File: src/rtl/mem_access_ctrl_if.sv
// M-stage / data-bus signal bundle for mem_access_ctrl.
// master: the access controller. slave: pipeline plus memory side.
interface mem_access_ctrl_if;
    // M-stage request
    logic        m_valid;
    logic [2:0]  MemOp;
    logic [31:0] addr;
    logic [31:0] wdata;
    // M-stage response
    logic        stall;
    logic        done;
    logic [31:0] rdata;
    logic        exc_adel;
    logic        exc_ades;
    // Memory bus
    logic        bus_req;
    logic        bus_we;
    logic [31:0] bus_addr;
    logic [3:0]  bus_be;
    logic [31:0] bus_wdata;
    logic        bus_gnt;
    logic        bus_rvalid;
    logic [31:0] bus_rdata;
    logic        bus_err;

    modport master (
        input  m_valid, MemOp, addr, wdata, bus_gnt, bus_rvalid, bus_rdata,
        output stall, done, rdata, exc_adel, exc_ades,
               bus_req, bus_we, bus_addr, bus_be, bus_wdata, bus_err
    );

    modport slave (
        output m_valid, MemOp, addr, wdata, bus_gnt, bus_rvalid, bus_rdata,
        input  stall, done, rdata, exc_adel, exc_ades,
               bus_req, bus_we, bus_addr, bus_be, bus_wdata, bus_err
    );
endinterface

File: src/rtl/mem_access_ctrl.sv
// Data-memory access sequencer for the M stage: one load/store per
// instruction over a req/gnt/rvalid bus, stalling the pipeline meanwhile.
// Optional build macro MEMCTL_TIMEOUT_EN adds an abort after
// TIMEOUT_CYCLES cycles in REQ+WAIT (bus_err pulse); without it the
// controller waits indefinitely and bus_err is tied low.
module mem_access_ctrl #(
    parameter int TIMEOUT_CYCLES = 255
) (
    input  logic              clk,
    input  logic              reset,
    mem_access_ctrl_if.master mif
);
    typedef enum logic [1:0] {
        S_IDLE = 2'd0,
        S_REQ  = 2'd1,
        S_WAIT = 2'd2,
        S_DONE = 2'd3
    } state_t;

    localparam logic [2:0] OP_LW = 3'd1;
    localparam logic [2:0] OP_LH = 3'd2;
    localparam logic [2:0] OP_LB = 3'd3;
    localparam logic [2:0] OP_SW = 3'd4;
    localparam logic [2:0] OP_SH = 3'd5;
    localparam logic [2:0] OP_SB = 3'd6;

    state_t      state_q, state_d;
    logic [2:0]  op_q, op_d;
    logic [1:0]  lo_q, lo_d;
    logic        bus_we_q, bus_we_d;
    logic [31:0] bus_addr_q, bus_addr_d;
    logic [3:0]  bus_be_q, bus_be_d;
    logic [31:0] bus_wdata_q, bus_wdata_d;
    logic [31:0] rdata_q, rdata_d;

    logic        is_load, is_store, misaligned, accept;
    logic [3:0]  be_new;
    logic [31:0] wdata_new;
    logic [15:0] load_half;
    logic [7:0]  load_byte;
    logic [31:0] load_ext;
    logic        stall_raw;
    logic        timeout;

    // Decode the incoming op: class, alignment, and lane placement for stores
    always_comb begin
        is_load    = 1'b0;
        is_store   = 1'b0;
        misaligned = 1'b0;
        be_new     = 4'b1111;
        wdata_new  = mif.wdata;
        case (mif.MemOp)
            OP_LW: begin
                is_load    = 1'b1;
                misaligned = |mif.addr[1:0];
            end
            OP_LH: begin
                is_load    = 1'b1;
                misaligned = mif.addr[0];
            end
            OP_LB: is_load = 1'b1;
            OP_SW: begin
                is_store   = 1'b1;
                misaligned = |mif.addr[1:0];
            end
            OP_SH: begin
                is_store   = 1'b1;
                misaligned = mif.addr[0];
                be_new     = mif.addr[1] ? 4'b1100 : 4'b0011;
                wdata_new  = {2{mif.wdata[15:0]}};
            end
            OP_SB: begin
                is_store   = 1'b1;
                be_new     = 4'b0001 << mif.addr[1:0];
                wdata_new  = {4{mif.wdata[7:0]}};
            end
            default: ;  // NONE and the unused encoding 7
        endcase
    end

    // Only the IDLE decision cycle looks at the M-stage inputs
    assign accept = (state_q == S_IDLE) && mif.m_valid && (is_load || is_store) && !misaligned;

    // Select and sign-extend the returned lane using the latched op/offset
    always_comb begin
        load_half = lo_q[1] ? mif.bus_rdata[31:16] : mif.bus_rdata[15:0];
        case (lo_q)
            2'd0:    load_byte = mif.bus_rdata[7:0];
            2'd1:    load_byte = mif.bus_rdata[15:8];
            2'd2:    load_byte = mif.bus_rdata[23:16];
            default: load_byte = mif.bus_rdata[31:24];
        endcase
        case (op_q)
            OP_LH:   load_ext = {{16{load_half[15]}}, load_half};
            OP_LB:   load_ext = {{24{load_byte[7]}}, load_byte};
            default: load_ext = mif.bus_rdata;
        endcase
    end

    // Next-state and stall decision
    always_comb begin
        state_d     = state_q;
        op_d        = op_q;
        lo_d        = lo_q;
        bus_we_d    = bus_we_q;
        bus_addr_d  = bus_addr_q;
        bus_be_d    = bus_be_q;
        bus_wdata_d = bus_wdata_q;
        rdata_d     = rdata_q;
        stall_raw   = 1'b0;
        case (state_q)
            S_IDLE: begin
                if (accept) begin
                    stall_raw   = 1'b1;
                    state_d     = S_REQ;
                    op_d        = mif.MemOp;
                    lo_d        = mif.addr[1:0];
                    bus_we_d    = is_store;
                    bus_addr_d  = {mif.addr[31:2], 2'b00};
                    bus_be_d    = be_new;
                    bus_wdata_d = wdata_new;
                end
            end
            S_REQ: begin
                stall_raw = 1'b1;
                // A granted store has completed, so it wins over a coincident timeout
                if (mif.bus_gnt && bus_we_q) begin
                    state_d = S_DONE;
                end else if (timeout) begin
                    state_d = S_DONE;
                end else if (mif.bus_gnt) begin
                    state_d = S_WAIT;
                end
            end
            S_WAIT: begin
                stall_raw = 1'b1;
                if (mif.bus_rvalid) begin
                    rdata_d = load_ext;
                    state_d = S_DONE;
                end else if (timeout) begin
                    state_d = S_DONE;
                end
            end
            S_DONE: state_d = S_IDLE;
            default: state_d = S_IDLE;
        endcase
    end

    // State and latched access registers
    always_ff @(posedge clk or posedge reset) begin
        if (reset) begin
            state_q     <= S_IDLE;
            op_q        <= 3'd0;
            lo_q        <= 2'd0;
            bus_we_q    <= 1'b0;
            bus_addr_q  <= 32'd0;
            bus_be_q    <= 4'd0;
            bus_wdata_q <= 32'd0;
            rdata_q     <= 32'd0;
        end else begin
            state_q     <= state_d;
            op_q        <= op_d;
            lo_q        <= lo_d;
            bus_we_q    <= bus_we_d;
            bus_addr_q  <= bus_addr_d;
            bus_be_q    <= bus_be_d;
            bus_wdata_q <= bus_wdata_d;
            rdata_q     <= rdata_d;
        end
    end

`ifdef MEMCTL_TIMEOUT_EN
    localparam int CNT_W = ($clog2(TIMEOUT_CYCLES + 1) > 8) ? $clog2(TIMEOUT_CYCLES + 1) : 8;
    localparam logic [CNT_W-1:0] CNT_LAST = CNT_W'(TIMEOUT_CYCLES - 1);

    logic [CNT_W-1:0] cnt_q, cnt_d;
    logic             err_q, err_d;
    logic             busy;

    assign busy = (state_q == S_REQ) || (state_q == S_WAIT);
    // The cycle holding CNT_LAST is the last one allowed; the count reaches
    // TIMEOUT_CYCLES on the edge into DONE
    assign timeout = busy && (cnt_q == CNT_LAST);

    // Cycle counter: cleared on entry to REQ, counts while the access is on the bus
    always_comb begin
        cnt_d = cnt_q;
        if (accept) begin
            cnt_d = '0;
        end else if (busy) begin
            cnt_d = cnt_q + CNT_W'(1);
        end
        err_d = timeout
              && !((state_q == S_REQ)  && mif.bus_gnt && bus_we_q)
              && !((state_q == S_WAIT) && mif.bus_rvalid);
    end

    // Counter and abort flag; err_q is high exactly in the DONE cycle of an abort
    always_ff @(posedge clk or posedge reset) begin
        if (reset) begin
            cnt_q <= '0;
            err_q <= 1'b0;
        end else begin
            cnt_q <= cnt_d;
            err_q <= err_d;
        end
    end

    assign mif.bus_err = err_q;
`else
    // Parameter only matters for the timeout build
    logic param_unused;
    assign param_unused = ^TIMEOUT_CYCLES;
    assign timeout      = 1'b0;
    assign mif.bus_err  = 1'b0;
`endif

    assign mif.stall     = stall_raw && !reset;
    assign mif.exc_adel  = (state_q == S_IDLE) && mif.m_valid && is_load  && misaligned;
    assign mif.exc_ades  = (state_q == S_IDLE) && mif.m_valid && is_store && misaligned;
    assign mif.bus_req   = (state_q == S_REQ);
    assign mif.done      = (state_q == S_DONE);
    assign mif.bus_we    = bus_we_q;
    assign mif.bus_addr  = bus_addr_q;
    assign mif.bus_be    = bus_be_q;
    assign mif.bus_wdata = bus_wdata_q;
    assign mif.rdata     = rdata_q;
endmodule

File: src/flat_wrapper.sv
// flat-port wrapper written by rule: the top's interface ports become plain ports
module mem_access_ctrl_flat 
#(
    parameter int TIMEOUT_CYCLES = 255
)
  (clk, reset, mif_m_valid, mif_MemOp, mif_addr, mif_wdata, mif_bus_gnt, mif_bus_rvalid, mif_bus_rdata, mif_stall, mif_done, mif_rdata, mif_exc_adel, mif_exc_ades, mif_bus_req, mif_bus_we, mif_bus_addr, mif_bus_be, mif_bus_wdata, mif_bus_err);
  mem_access_ctrl_if mif_i ();
  input  logic clk;
  input  logic reset;
  input wire logic [$bits(mif_i.m_valid)-1:0] mif_m_valid;
  input wire logic [$bits(mif_i.MemOp)-1:0] mif_MemOp;
  input wire logic [$bits(mif_i.addr)-1:0] mif_addr;
  input wire logic [$bits(mif_i.wdata)-1:0] mif_wdata;
  input wire logic [$bits(mif_i.bus_gnt)-1:0] mif_bus_gnt;
  input wire logic [$bits(mif_i.bus_rvalid)-1:0] mif_bus_rvalid;
  input wire logic [$bits(mif_i.bus_rdata)-1:0] mif_bus_rdata;
  output wire logic [$bits(mif_i.stall)-1:0] mif_stall;
  output wire logic [$bits(mif_i.done)-1:0] mif_done;
  output wire logic [$bits(mif_i.rdata)-1:0] mif_rdata;
  output wire logic [$bits(mif_i.exc_adel)-1:0] mif_exc_adel;
  output wire logic [$bits(mif_i.exc_ades)-1:0] mif_exc_ades;
  output wire logic [$bits(mif_i.bus_req)-1:0] mif_bus_req;
  output wire logic [$bits(mif_i.bus_we)-1:0] mif_bus_we;
  output wire logic [$bits(mif_i.bus_addr)-1:0] mif_bus_addr;
  output wire logic [$bits(mif_i.bus_be)-1:0] mif_bus_be;
  output wire logic [$bits(mif_i.bus_wdata)-1:0] mif_bus_wdata;
  output wire logic [$bits(mif_i.bus_err)-1:0] mif_bus_err;
  assign mif_i.m_valid = mif_m_valid;
  assign mif_i.MemOp = mif_MemOp;
  assign mif_i.addr = mif_addr;
  assign mif_i.wdata = mif_wdata;
  assign mif_i.bus_gnt = mif_bus_gnt;
  assign mif_i.bus_rvalid = mif_bus_rvalid;
  assign mif_i.bus_rdata = mif_bus_rdata;
  assign mif_stall = mif_i.stall;
  assign mif_done = mif_i.done;
  assign mif_rdata = mif_i.rdata;
  assign mif_exc_adel = mif_i.exc_adel;
  assign mif_exc_ades = mif_i.exc_ades;
  assign mif_bus_req = mif_i.bus_req;
  assign mif_bus_we = mif_i.bus_we;
  assign mif_bus_addr = mif_i.bus_addr;
  assign mif_bus_be = mif_i.bus_be;
  assign mif_bus_wdata = mif_i.bus_wdata;
  assign mif_bus_err = mif_i.bus_err;
  mem_access_ctrl #(.TIMEOUT_CYCLES(TIMEOUT_CYCLES)) u_core (.clk(clk), .reset(reset), .mif(mif_i));
endmodule
File: config.mk
export PLATFORM = sky130hd
export DESIGN_NAME = mem_access_ctrl_flat
export DESIGN_NICKNAME = d
export VERILOG_FILES = /design/src/rtl/mem_access_ctrl_if.sv /design/src/rtl/mem_access_ctrl.sv /design/src/flat_wrapper.sv
export SDC_FILE = /design/constraint.sdc
export NUM_CORES = 1
export LEC_CHECK = 0
export ABC_AREA = 1
export CAP_MARGIN = 20
export CORE_MARGIN = 8
export CORE_UTILIZATION = 39
export CTS_BUF_LIST = sky130_fd_sc_hd__clkbuf_4 sky130_fd_sc_hd__clkbuf_8 sky130_fd_sc_hd__clkbuf_16
export DETAILED_ROUTE_END_ITERATION = 10
export HOLD_SLACK_MARGIN = 0.15
export PLACE_DENSITY = 0.89
export SLEW_MARGIN = 20
export SYNTH_ARGS = -nofsm -noshare
export SYNTH_HDL_FRONTEND = slang
export SYNTH_SLANG_ARGS = --single-unit
File: constraint.sdc
create_clock -name clk -period 3.4 [get_ports clk]
set_clock_uncertainty 0.15 [all_clocks]
set_input_delay 0.68 -clock clk [delete_from_list [all_inputs] [get_ports clk]]
set_output_delay 0.68 -clock clk [all_outputs]
set_load 0.05 [all_outputs]
### Yosys cells after proc, flatten, opt, wreduce, memory -nomap -nowiden

Cells that the tools add are included.

* register bits after elaboration: 106
* word-level logic and storage cells: 64
* output and inout bits: 107
* input bits: 104

* eq/ne operators: 16
* reduce and logical (&&, ||, !) cells: 23
* multiplexer cells: 16
* shift operators: 1

Operator list (count)
* $pmux W32 S2: 2
* $pmux W8 S3: 1
* $mux W16: 1
* $eq A3 B2 Y1 const B: 4
* $eq A3 B3 Y1 const B: 3
* $logic_and A1 B1 Y1: 9
* $mux W2: 4
* $pmux W2 S4: 1
* $pmux W4 S2: 1
* $reduce_or A2 Y1: 4
* $eq A2 B2 Y1 const B: 3
* $reduce_or A3 Y1: 2
* $eq A2 B1 Y1 const B: 2
* $logic_not A2 Y1: 2
* $mux W4: 1
* $pmux W1 S2: 2
* $reduce_and A2 Y1: 2
* $shl A1 B2 Y4 const A: 1
* $eq A3 B1 Y1 const B: 1
* $mux W1: 3
* $ne A3 B2 Y1 const B: 1
* $reduce_and A3 Y1: 1
* $logic_not A1 Y1: 2
* $ne A2 B1 Y1 const B: 1
* other kinds (2): 2

### Depth between registers and ports, before layout

Gate-level depths: netlist of run 1.

* depth in word-level cells: 9
* depth in mapped cells: 12

### Worst setup path before layout of run 1

OpenSTA, ideal clock, no wires.

* path type: input -> output
* start point: input port mif_MemOp[0]
* end point: output port mif_exc_adel
* required time: 2570 ps
* data arrival time: 1739 ps
* cell stages on the path: 7
* path buffers: 0
* path slack: 831 ps
* path through: inv_1 -> nand2_1 -> nand2_1 -> nand3_1 -> nand2_1 -> inv_1 -> nor2_1

* word-level cells in the longest chain between the ends: 5
* elaborated cells between the ends (all ways): 12
* those cells by class: eq/ne: 5; mux: 2; reduce/logical: 5

RTL lines
* from (decl): line flat_wrapper.sv:11 `input wire logic [$bits(mif_i.MemOp)-1:0] mif_MemOp;`
* $eq A3 B2 Y1 or $eq A3 B1 Y1 (tied branches): line mem_access_ctrl.sv:52 `case (mif.MemOp)`
* $reduce_or A3 Y1 (no source line)
* $mux W1: line mem_access_ctrl.sv:52
* $logic_and A1 B1 Y1: line mem_access_ctrl.sv:219 `assign mif.exc_adel = (state_q == S_IDLE) && mif.m_valid && is_load && misaligned;`
* $logic_and A1 B1 Y1 *: line mem_access_ctrl.sv:219
* to (decl): line flat_wrapper.sv:20 `output wire logic [$bits(mif_i.exc_adel)-1:0] mif_exc_adel;`

Mark *: on every way between the ends. The rest lies on a longest branch, timed or not.

### Worst setup path in the final report of run 1

* start point: input port mif_MemOp[2]
* end point: output port mif_stall

* word-level cells in the longest chain between the ends: 9
* elaborated cells between the ends (all ways): 20
* those cells by class: eq/ne: 6; mux: 5; reduce/logical: 9

RTL lines
* $eq A3 B2 Y1 (tied with other cells): line mem_access_ctrl.sv:52
* $reduce_or A3 Y1 (no source line)
* $mux W1: line mem_access_ctrl.sv:52
* $logic_or A1 B1 Y1: line mem_access_ctrl.sv:82 `assign accept = (state_q == S_IDLE) && mif.m_valid && (is_load || is_store) && !misaligned;`
* $logic_and A1 B1 Y1: line mem_access_ctrl.sv:82
* $logic_and A1 B1 Y1 *: line mem_access_ctrl.sv:82
* $mux W1 *: line mem_access_ctrl.sv:113 `if (accept) begin`
* $pmux W1 S2 *: line mem_access_ctrl.sv:111 `case (state_q)`
* $logic_and A1 B1 Y1 *: line mem_access_ctrl.sv:218 `assign mif.stall = stall_raw && !reset;`
* to (decl): line flat_wrapper.sv:17 `output wire logic [$bits(mif_i.stall)-1:0] mif_stall;`

Marked as above.

==> results of run 1 <==
-- synthesized netlist by cell type --
cell and number:
a21oi_1 41, a21oi_2 1, a31oi_1 8, buf_1 1
buf_2 12, buf_4 7, buf_6 8, clkbuf_1 5
conb_1 1, dfrtp_1 106, ha_1 5, inv_1 61
inv_2 4, inv_4 1, nand2_1 219, nand2_2 2
nand2_4 2, nand3_1 7, nand3_2 3, nor2_1 44
o211ai_1 7, o21a_1 1, o21ai_0 32, o21ai_1 22
o21ai_2 6, o21bai_1 17, o22ai_1 9, or2_1 1
-- registers in the layout, indices dropped and copies added (netlist names) --
name                  count
u_core.mif.bus_wdata     32
u_core.mif.rdata         32
u_core.mif.bus_addr      30
u_core.mif.bus_be         4
u_core.op_q               3
u_core.lo_q               2
u_core.state_q            2
u_core.mif.bus_we         1
-- worst min path at each step --
stage	endpoint	cells past startpoint	slack (ns)
3_5_place_dp	u_core.mif.bus_addr[13]	2	0.31
6_report	u_core.mif.bus_addr[4]	2	0.33
5_1_grt	u_core.mif.bus_wdata[31]	2	0.35
2_1_floorplan	u_core.op_q[2]	2	0.30
3_3_place_gp	u_core.mif.bus_addr[28]	2	0.31
4_1_cts	u_core.mif.bus_addr[28]	2	0.34
-- report_power, final --
part | internal [W] | switching [W]
Combinational | 0.00162 | 0.00334
Sequential | 0.00187 | 0.000384
Clock | 0.000726 | 0.000469
-- layout by cell type, fill, tap and decap left out --
cell type,instances
or2_1,1
o211ai_1,7
clkinvlp_4,1
inv_4,1
bufinv_16,3
buf_4,3
inv_1,60
clkinv_4,3
o21bai_1,17
nor2_1,44
nand2_1,219
clkdlybuf4s50_1,204
ha_1,5
nand3_1,7
buf_12,6
a21oi_1,41
inv_2,4
o21ai_2,6
nand2_4,2
o21ai_0,32
clkbuf_16,9
nand2_2,2
a31oi_1,8
o22ai_1,9
o21ai_1,22
conb_1,3
nand3_4,1
dfrtp_1,106
inv_6,1
nand3_2,2
a21oi_2,1
o21a_1,1
-- layout make-up --
cell class	instances	area [um^2]	area share, %
clock buffers	9	225.2	2.937
clock inverters	7	125.1	1.632
inverters	66	254.0	3.313
multi-input cells	430	2006	26.16
flip-flops and latches	106	2653	34.60
well taps	176	220.2	2.872
repair buffers	213	2185	28.49
-- per-layer routing --
| layer | vias up | track usage (%) | wire length, um |
|---|---|---|---|
| met5 | - | 0 | 0 |
| met4 | 0 | 7.292 | 427 |
| met3 | 32 | 9.010 | 2111 |
| met2 | 241 | 30.52 | 7457 |
| met1 | 2311 | 21.67 | 6178 |
| li1 | 2385 | - | - |
-- critical path: stages --
cell	delay [ns]
clkdlybuf4s50_1	0.56
inv_2	0.10
a21oi_1	0.13
nand2_1	0.09
nand2_1	0.11
nand3_4	0.09
inv_2	0.06
o21a_1	0.15
buf_12	0.14
-- through the flow --
step | setup slack [ns] | util (%) | total power, W | hold WS (ns)
final | 0.4639 | 58.83 | 0.008407 | 0.3309
after global routing | 0.3542 | 58.83 | 0.008896 | 0.3500
after CTS | 0.4595 | 58.83 | 0.008479 | 0.3350
after detailed placement | 0.4618 | 56.14 | 0.007242 | 0.3138
after global placement | 0.5083 | 56.14 | 0.007151 | 0.3112
after floorplan | 0.8310 | - | 0.005515 | 0.3050
-- logic make-up after synthesis --
family / Yosys count
compound gates: 144
fa+ha+maj: 5
buf+inv: 99
flops: 106
other cells: 1
simple gates: 278
==> impl_metrics.toml, run 1 <==
[global_route]
grt_pass1_vias = 4972
grt_pass1_wl_um = 25250
grtUsageTotal_pct = 19.04
grt_antenna_before_repair = 0
grt_start_max_net_pins = 107
grt.overflow.total = 0

[floorplan]
io_pins = 211
row_count = 42
die_area_mm2 = 0.01705
die_w_um = 130.6
initial_core_util_pct = 39.28
coreArea_mm2 = 0.01303
die_h_um = 130.6

[synthesis]
yosysWarnings = 0
synth_compound_area_share_pct = 16.23
synthXorXnorAreaFrac_pct = 0
synth_adder_area_share_pct = 1.222
yosys.area.top_type = "dfrtp_1"
synthesis.area_mm2 = 0.005119
synth_top_area_share_pct = 51.82
ys_types = 28
synthTopCellsByArea = "dfrtp_1, nand2_1, inv_1"
synth_top_family_by_area = "simple AND/OR/NAND/NOR gates"
synth_mux_area_share_pct = 0
synthCells = 633
synth-seq-cells = 106
seq_area_frac_synth_pct = 51.82
synth.avg_cell_area_um2 = 8.086
yosys.area_share.simple_pct = 21.36

[clock_network]
clk_path_buf_depth = 2
insertion_delay_ns = 0.34
ctsHoldBuffers = 0
numCtsBuffers = 9
clock_sinks = 106
cts_setup_buffers = 0
htree_levels = 3
cts_resized = 0
cts_tree = "built"
ctsRootBufferMaster = "clkbuf_16"
clk_pin_slew_worst_paths_ns = 0.07

[placement]
io_buffers = 207
dp.final_hpwl_um = 12090
place_area_mm2 = 0.007317
place_congestion = 0.8617
place_inst = 991

[worst_setup_path]
crit_required_ns = 2.57
r2r_cells = 8
start_kind = "input pin"
arrival_ns = 2.11
critical_path_class = "input pin to primary output"
worstSetupStartpoint = "mif_MemOp[2]"
reg2reg_slack_ns = 1.21
worstPathMaxFanout = 6
r2r-start = "u_core.state_q[0]"
endpoint = "mif_stall"
rr_endpoint = "u_core.mif.rdata[28]"
endpoint_kind = "primary output"

[timing]
final_max_slew_viol_count = 0
slew_headroom_pct = 56.81
min_period_ns = 2.936
fmax_ghz = 0.3406
tightest_slew_ns = 0.6459
rsz0062_at_grt = "false"
min_period_over_period_pct = 86.36
setup_viol = 0
hold_viol = 0
finalSetupTns_ns = 0

[flow_run]
max_cap_viol_count = 0

[drt]
drt_first_iter_violations = 269
ant_nets = 0
wire_per_inst_um = 16.06
vias = 4969
avgViaCountPerCell = 4.934
wl_um = 16180
drc = 0
dr.pass1.iters = 7

[power_and_ir_drop]
ir_drop_v = 0.0005945
powerDensity_mw_per_mm2 = 1097
leakagePower_nw = 3.578

[worst_hold_path]
hp-start = "u_core.mif.bus_addr[4]"
hp-class = "flip-flop to flip-flop"

[run_status]
outcome = "finished, final reports clean"

[cells_and_area]
stdcell_count = 1007
fin_area_mm2 = 0.007667
layout.nets = 935
nFillCells = 1148
layout-drive-gt1-share_pct = 5.415
areaGrowthSynthToFinish_pct = 49.79
diodes = 0
(Power assumes the default switching activity.)
==> run 2, diff against run 1 <==
- CTS_CLUSTER_SIZE: unset -> 20
- SLEW_MARGIN: 20 -> 0
==> results of run 2 <==
Final layout, timing and power as in run 1 (identical DEF).
==> run 3, diff against run 2 <==
- SLEW_MARGIN: 0 -> unset
==> results of run 3 <==
Final layout, timing and power as in run 1 (identical DEF).
